===== src/rtl/mem_arbiter_if.sv =====
// Bus bundle between the memory arbiter, its two requesters (CPU and
// DMA/debug loader) and the unified memory port.
// The slave modport is the arbiter's view: it serves the request channels
// and drives the memory strobe.  The master modport is the surrounding
// system's view: requesters, memory and grant observers.
interface mem_arbiter_if #(
    parameter int AW = 32,
    parameter int DW = 32
);
    logic          cpu_req;
    logic          cpu_we;
    logic [AW-1:0] cpu_addr;
    logic [DW-1:0] cpu_wdata;
    logic [DW-1:0] cpu_rdata;
    logic          cpu_ack;
    logic          cpu_stall;

    logic          dma_req;
    logic          dma_we;
    logic [AW-1:0] dma_addr;
    logic [DW-1:0] dma_wdata;
    logic [DW-1:0] dma_rdata;
    logic          dma_ack;
    logic          dma_stall;

    logic          mem_en;
    logic          mem_we;
    logic [AW-1:0] mem_addr;
    logic [DW-1:0] mem_wdata;
    logic [DW-1:0] mem_rdata;

    logic [1:0]    gnt;

    modport slave (
        input  cpu_req, cpu_we, cpu_addr, cpu_wdata,
        output cpu_rdata, cpu_ack, cpu_stall,
        input  dma_req, dma_we, dma_addr, dma_wdata,
        output dma_rdata, dma_ack, dma_stall,
        output mem_en, mem_we, mem_addr, mem_wdata,
        input  mem_rdata,
        output gnt
    );

    modport master (
        output cpu_req, cpu_we, cpu_addr, cpu_wdata,
        input  cpu_rdata, cpu_ack, cpu_stall,
        output dma_req, dma_we, dma_addr, dma_wdata,
        input  dma_rdata, dma_ack, dma_stall,
        input  mem_en, mem_we, mem_addr, mem_wdata,
        output mem_rdata,
        input  gnt
    );
endinterface


===== src/rtl/mem_arbiter.sv =====
// Two-requester arbiter for the single unified memory port of the
// multicycle core.  One transaction at a time: grant in IDLE, a single
// mem_en cycle in ACCESS, MEM_LAT-cycle read wait in WAIT, and a one-cycle
// acknowledge in DONE.  Ties are broken round-robin; the CPU wins the
// first tie after reset.
module mem_arbiter #(
    parameter int AW      = 32,
    parameter int DW      = 32,
    parameter int MEM_LAT = 1
) (
    input  logic          clk,
    input  logic          reset,
    mem_arbiter_if.slave  bus
);

    typedef enum logic [1:0] {
        IDLE   = 2'd0,
        ACCESS = 2'd1,
        WAIT   = 2'd2,
        DONE   = 2'd3
    } state_t;

    localparam logic [3:0] LAT_INIT = 4'(MEM_LAT);

    state_t        state;
    state_t        state_next;

    logic [1:0]    owner;
    logic          last_dma;
    logic          we_q;
    logic [AW-1:0] addr_q;
    logic [DW-1:0] wdata_q;
    logic [3:0]    lat_cnt;
    logic [DW-1:0] cpu_rdata_q;
    logic [DW-1:0] dma_rdata_q;

    logic          grant_cpu;
    logic          grant_dma;
    logic          cpu_ack_int;
    logic          dma_ack_int;

    // Next-state and grant decision; the CPU wins a tie only when the DMA
    // port owned the previous transaction.
    always_comb begin
        state_next = state;
        grant_cpu  = 1'b0;
        grant_dma  = 1'b0;
        case (state)
            IDLE: begin
                if (bus.cpu_req && (!bus.dma_req || last_dma)) begin
                    grant_cpu = 1'b1;
                end else if (bus.dma_req) begin
                    grant_dma = 1'b1;
                end
                if (grant_cpu || grant_dma) begin
                    state_next = ACCESS;
                end
            end
            ACCESS: state_next = we_q ? DONE : WAIT;
            WAIT: begin
                if (lat_cnt == 4'd1) begin
                    state_next = DONE;
                end
            end
            DONE:    state_next = IDLE;
            default: state_next = IDLE;
        endcase
    end

    // State register; reset aborts any in-flight transaction.
    always_ff @(posedge clk or posedge reset) begin
        if (reset) begin
            state <= IDLE;
        end else begin
            state <= state_next;
        end
    end

    // Transaction capture, latency countdown and read-data return; the
    // captured request is frozen for the whole transaction.
    always_ff @(posedge clk or posedge reset) begin
        if (reset) begin
            owner       <= 2'b00;
            last_dma    <= 1'b1;
            we_q        <= 1'b0;
            addr_q      <= '0;
            wdata_q     <= '0;
            lat_cnt     <= 4'd0;
            cpu_rdata_q <= '0;
            dma_rdata_q <= '0;
        end else begin
            case (state)
                IDLE: begin
                    if (grant_cpu) begin
                        owner    <= 2'b01;
                        last_dma <= 1'b0;
                        we_q     <= bus.cpu_we;
                        addr_q   <= bus.cpu_addr;
                        wdata_q  <= bus.cpu_wdata;
                    end else if (grant_dma) begin
                        owner    <= 2'b10;
                        last_dma <= 1'b1;
                        we_q     <= bus.dma_we;
                        addr_q   <= bus.dma_addr;
                        wdata_q  <= bus.dma_wdata;
                    end
                end
                ACCESS: begin
                    if (!we_q) begin
                        lat_cnt <= LAT_INIT;
                    end
                end
                WAIT: begin
                    lat_cnt <= lat_cnt - 4'd1;
                    if (lat_cnt == 4'd1) begin
                        if (owner[0]) begin
                            cpu_rdata_q <= bus.mem_rdata;
                        end
                        if (owner[1]) begin
                            dma_rdata_q <= bus.mem_rdata;
                        end
                    end
                end
                DONE: begin
                    owner <= 2'b00;
                end
                default: begin
                    owner <= 2'b00;
                end
            endcase
        end
    end

    assign cpu_ack_int   = (state == DONE) && owner[0];
    assign dma_ack_int   = (state == DONE) && owner[1];

    assign bus.mem_en    = (state == ACCESS);
    assign bus.mem_we    = (state == ACCESS) && we_q;
    assign bus.mem_addr  = addr_q;
    assign bus.mem_wdata = wdata_q;
    assign bus.gnt       = owner;

    assign bus.cpu_ack   = cpu_ack_int;
    assign bus.dma_ack   = dma_ack_int;
    assign bus.cpu_rdata = cpu_rdata_q;
    assign bus.dma_rdata = dma_rdata_q;
    assign bus.cpu_stall = bus.cpu_req & ~cpu_ack_int;
    assign bus.dma_stall = bus.dma_req & ~dma_ack_int;

endmodule


===== src/flat_wrapper.sv =====
// flat-port wrapper written by rule: the top's interface ports become plain ports
module mem_arbiter_flat 
#(
    parameter int AW      = 32,
    parameter int DW      = 32,
    parameter int MEM_LAT = 1
)
  (clk, reset, bus_cpu_req, bus_cpu_we, bus_cpu_addr, bus_cpu_wdata, bus_cpu_rdata, bus_cpu_ack, bus_cpu_stall, bus_dma_req, bus_dma_we, bus_dma_addr, bus_dma_wdata, bus_dma_rdata, bus_dma_ack, bus_dma_stall, bus_mem_en, bus_mem_we, bus_mem_addr, bus_mem_wdata, bus_mem_rdata, bus_gnt);
  mem_arbiter_if #(.AW(AW), .DW(DW)) bus_i ();
  input  logic clk;
  input  logic reset;
  input wire logic [$bits(bus_i.cpu_req)-1:0] bus_cpu_req;
  input wire logic [$bits(bus_i.cpu_we)-1:0] bus_cpu_we;
  input wire logic [$bits(bus_i.cpu_addr)-1:0] bus_cpu_addr;
  input wire logic [$bits(bus_i.cpu_wdata)-1:0] bus_cpu_wdata;
  output wire logic [$bits(bus_i.cpu_rdata)-1:0] bus_cpu_rdata;
  output wire logic [$bits(bus_i.cpu_ack)-1:0] bus_cpu_ack;
  output wire logic [$bits(bus_i.cpu_stall)-1:0] bus_cpu_stall;
  input wire logic [$bits(bus_i.dma_req)-1:0] bus_dma_req;
  input wire logic [$bits(bus_i.dma_we)-1:0] bus_dma_we;
  input wire logic [$bits(bus_i.dma_addr)-1:0] bus_dma_addr;
  input wire logic [$bits(bus_i.dma_wdata)-1:0] bus_dma_wdata;
  output wire logic [$bits(bus_i.dma_rdata)-1:0] bus_dma_rdata;
  output wire logic [$bits(bus_i.dma_ack)-1:0] bus_dma_ack;
  output wire logic [$bits(bus_i.dma_stall)-1:0] bus_dma_stall;
  output wire logic [$bits(bus_i.mem_en)-1:0] bus_mem_en;
  output wire logic [$bits(bus_i.mem_we)-1:0] bus_mem_we;
  output wire logic [$bits(bus_i.mem_addr)-1:0] bus_mem_addr;
  output wire logic [$bits(bus_i.mem_wdata)-1:0] bus_mem_wdata;
  input wire logic [$bits(bus_i.mem_rdata)-1:0] bus_mem_rdata;
  output wire logic [$bits(bus_i.gnt)-1:0] bus_gnt;
  assign bus_i.cpu_req = bus_cpu_req;
  assign bus_i.cpu_we = bus_cpu_we;
  assign bus_i.cpu_addr = bus_cpu_addr;
  assign bus_i.cpu_wdata = bus_cpu_wdata;
  assign bus_cpu_rdata = bus_i.cpu_rdata;
  assign bus_cpu_ack = bus_i.cpu_ack;
  assign bus_cpu_stall = bus_i.cpu_stall;
  assign bus_i.dma_req = bus_dma_req;
  assign bus_i.dma_we = bus_dma_we;
  assign bus_i.dma_addr = bus_dma_addr;
  assign bus_i.dma_wdata = bus_dma_wdata;
  assign bus_dma_rdata = bus_i.dma_rdata;
  assign bus_dma_ack = bus_i.dma_ack;
  assign bus_dma_stall = bus_i.dma_stall;
  assign bus_mem_en = bus_i.mem_en;
  assign bus_mem_we = bus_i.mem_we;
  assign bus_mem_addr = bus_i.mem_addr;
  assign bus_mem_wdata = bus_i.mem_wdata;
  assign bus_i.mem_rdata = bus_mem_rdata;
  assign bus_gnt = bus_i.gnt;
  mem_arbiter #(.AW(AW), .DW(DW), .MEM_LAT(MEM_LAT)) u_core (.clk(clk), .reset(reset), .bus(bus_i));
endmodule

===== config.mk =====
export PLATFORM = sky130hd
export DESIGN_NAME = mem_arbiter_flat
export DESIGN_NICKNAME = d
export VERILOG_FILES = /design/src/rtl/mem_arbiter_if.sv /design/src/rtl/mem_arbiter.sv /design/src/flat_wrapper.sv
export SDC_FILE = /design/constraint.sdc
export NUM_CORES = 1
export LEC_CHECK = 0
export CAP_MARGIN = 40
export CELL_PAD_IN_SITES_DETAIL_PLACEMENT = 0
export CELL_PAD_IN_SITES_GLOBAL_PLACEMENT = 1
export CORE_ASPECT_RATIO = 1.5
export CORE_MARGIN = 2
export CORE_UTILIZATION = 34
export DETAILED_ROUTE_END_ITERATION = 8
export PLACE_DENSITY = 0.89
export SLEW_MARGIN = 20
export SYNTH_ARGS = -nofsm -noshare
export SYNTH_HDL_FRONTEND = slang
export SYNTH_SLANG_ARGS = --single-unit

===== constraint.sdc =====
create_clock -name clk -period 6.8 [get_ports clk]
set_clock_uncertainty 0.2 [all_clocks]
set_input_delay 0.68 -clock clk [delete_from_list [all_inputs] [get_ports clk]]
set_output_delay 0.68 -clock clk [all_outputs]
set_load 0.05 [all_outputs]

==> metrics.csv <==
metric,value,unit
Core Area,17870,sq um
Synth top cells by count,"sky130_fd_sc_hd__dfrtp_1, sky130_fd_sc_hd__nand2b_1, sky130_fd_sc_hd__o221a_2",
cts bufs inserted,17,
largest net degree at the start of global routing,71,
DIE WIDTH,113.9,um
remaining antenna violation count,0,
number of endpoints with negative hold slack in the final report,0,
library cell with the largest summed area after synthesis,sky130_fd_sc_hd__dfrtp_1,
sinks on the clock net,138,
portion of netlist area occupied by mux cells,15.72,%
Max transition margin,52.31,%
final-stage net count,880,
TritonCTS clock tree,built,
"Hold-fix buffers, CTS",0,
maximum VDD drop,0.2915,mV
standby leakage power,0.004232,uW
Finished Core Util,55.43,%
CTS max path bufs,2,
critical path startpoint category,input pin,
proportion of netlist area held by the largest area contributor,55.65,%
number of nets in the synthesized netlist,583,
floorplan row count,60,
Post-Synth Simple-Gate Area,8.550,%
synthesized area,6161,sq um
Port Buffer Count,301,
P&R area growth vs syn,60.76,%
"Min Clock Period, post-route",3.222,ns
vias in the first global route,5280,
sequential-to-total area share from yosys stat,56.07,%
starting density of the core,34.48,%
DIE AREA,19240,sq um
H-tree levels,4,
Hold/Removal Path Class,reg2reg,
detailed-route vias per instance,5.049,
first-pass detailed-route iteration total,4,
clock input transition at the sequential cells of the worst setup and hold paths,0.06,ns
GRT Total Usage,19.11,%
start-to-end type of the worst setup path,in2out,
"Top FF cell, synth",sky130_fd_sc_hd__dfrtp_1,
main combinational cell family by area after synthesis,multiplexers,
final WL,18500,um
total placed instance area,9270,sq um
routability congestion estimate from global placement,0.8206,
most area-consuming cells after synthesis,"sky130_fd_sc_hd__dfrtp_1, sky130_fd_sc_hd__mux2_4, sky130_fd_sc_hd__o221a_2, sky130_fd_sc_hd__nand2b_1, sky130_fd_sc_hd__buf_12",
worst-path fanout max,6,
Synth Area in Compound Gates,14.26,%
Peak Freq,310.4,MHz
share of final-layout standard cells stronger than drive strength 1,24.69,%
required time of the critical path,5.92,ns
total global routing overflow,0,
number of antenna repair diodes,0,
unrepaired setup endpoints after global routing,no,
synthesized area divided by synthesized cell count,14.99,sq um
initial detailed-routing violation count,295,
master cell of the clock root buffer,sky130_fd_sc_hd__clkbuf_16,
number of gates resized after cts,0,
I/O pin count,302,
DR vias,4736,
clock latency reported for the late side of the worst-skew pair,0.41,ns
number of storage elements in the synthesis netlist,138,
number of post-CTS setup repair buffers,0,
power density over cell area,598.7,nW/um^2
die height,168.9,um
total of warnings raised by yosys,0,
DP HPWL,13220,um
actual slew at the worst max-slew pin,0.7154,ns
number of cells produced by synthesis,411,
final setup TNS,0,ns
Synth async-reset ratio,100.0,%
number of design rule violations left after detail routing,0,
final number of max-transition violations,0,
Final Instance Area,9905,sq um
initial antenna violation count,0,
average wire per cell in the routed design,19.73,um
final worst-path cycle share,47.38,%
parity-gate share of the synthesized area counting xor and xnor cells,0,%
count of maximum capacitance violations,0,
outcome,"complete, no violations",
data arrival at the endpoint of the critical path,2.34,ns
kind of end point of the critical path,primary output,
most frequent cell after synthesis,sky130_fd_sc_hd__dfrtp_1,
Final setup viols,0,
global-route wire length before repair,28610,um
count of unique library cells instantiated by Yosys,38,
Post-synth EDFFs,0,
Synth Area in Adders,1.219,%
## placed cells by master (no fill, tap or decap), types with 3 or more instances in the layout
cell type and n:
sky130_fd_sc_hd__a21oi_1 3, sky130_fd_sc_hd__and2_1 3, sky130_fd_sc_hd__buf_4 4, sky130_fd_sc_hd__clkbuf_16 17
sky130_fd_sc_hd__clkdlybuf4s50_1 301, sky130_fd_sc_hd__clkinv_4 3, sky130_fd_sc_hd__dfrtp_1 137, sky130_fd_sc_hd__ha_1 6
sky130_fd_sc_hd__inv_1 4, sky130_fd_sc_hd__inv_6 7, sky130_fd_sc_hd__mux2_2 6, sky130_fd_sc_hd__mux2_4 60
sky130_fd_sc_hd__nand2b_1 67, sky130_fd_sc_hd__o21ai_0 4, sky130_fd_sc_hd__o221a_2 65
## metrics by stage
stage          instances  hold slack [ns]  total power, uW  setup slack (ns)
6_report             938           0.3107             5930             3.578
3_3_place_gp         905           0.2904             4901             3.598
4_1_cts              937           0.3115             5976             3.574
2_1_floorplan        411           0.2787             3838             2.225
5_1_grt              938           0.3274             6188             3.527
3_5_place_dp         905           0.2929             4985             3.576
## metal layers
metal | global-route usage [%] | wire [um]
met5 | 0 | 0
met4 | 8.537 | 711
met3 | 5.836 | 1447
met2 | 33.01 | 9336
met1 | 21.61 | 7007
## cells by family after synthesis
family | after synthesis
flip-flops | 138
adder cells (fa/ha/maj) | 6
multiplexers | 66
AND/OR/NAND/NOR | 82
AO/OA/AOI/OAI | 85
buffers and inverters | 34
## power breakdown
group	internal [uW]	switching (uW)
clock network	569	388
registers	1240	253
logic	1420	2060
## worst max-delay path: stages
cell	delay, ns
sky130_fd_sc_hd__clkdlybuf4s50_1	0.65
sky130_fd_sc_hd__inv_2	0.10
sky130_fd_sc_hd__nor2_1	0.11
sky130_fd_sc_hd__clkdlybuf4s50_1	0.80
## cell type report
| class | count | area [sq um] |
|---|---|---|
| Clock buffer | 19 | 452.9 |
| Clock inverter | 13 | 153.9 |
| Fill cell | 1492 | 7963 |
| Inverter | 6 | 27.53 |
| Multi-Input combinational cell | 239 | 2474 |
| Sequential cell | 138 | 3455 |
| Tap cell | 217 | 271.5 |
| Timing Repair Buffer | 306 | 3070 |
## registers in the layout (all words and copies together) (netlist names)
name                  flops
u_core.bus.dma_rdata     32
u_core.bus.mem_addr      32
u_core.lat_cnt            4
u_core.bus.cpu_rdata     32
u_core.bus.mem_wdata     32
u_core.we_q               1
u_core.bus.gnt            2
u_core.state              2
u_core.last_dma           1
## path summary, 6_finish.rpt
path                                          start                        to  slack [ns]  cells after the start
hold / removal             u_core.bus.cpu_rdata[29]  u_core.bus.cpu_rdata[29]        0.31                      1
hold reg to reg            u_core.bus.cpu_rdata[29]  u_core.bus.cpu_rdata[29]        0.31                      1
setup / recovery                        bus_dma_req             bus_dma_stall        3.58                      4
min in group asynchronous                     reset   u_core.bus.dma_rdata[7]        0.54                      2
setup reg to reg                    u_core.state[0]   u_core.bus.mem_wdata[0]        4.39                      5
max in group asynchronous                     reset           u_core.last_dma        4.73                      4
No activity file was read; power rests on OpenSTA's default activity.
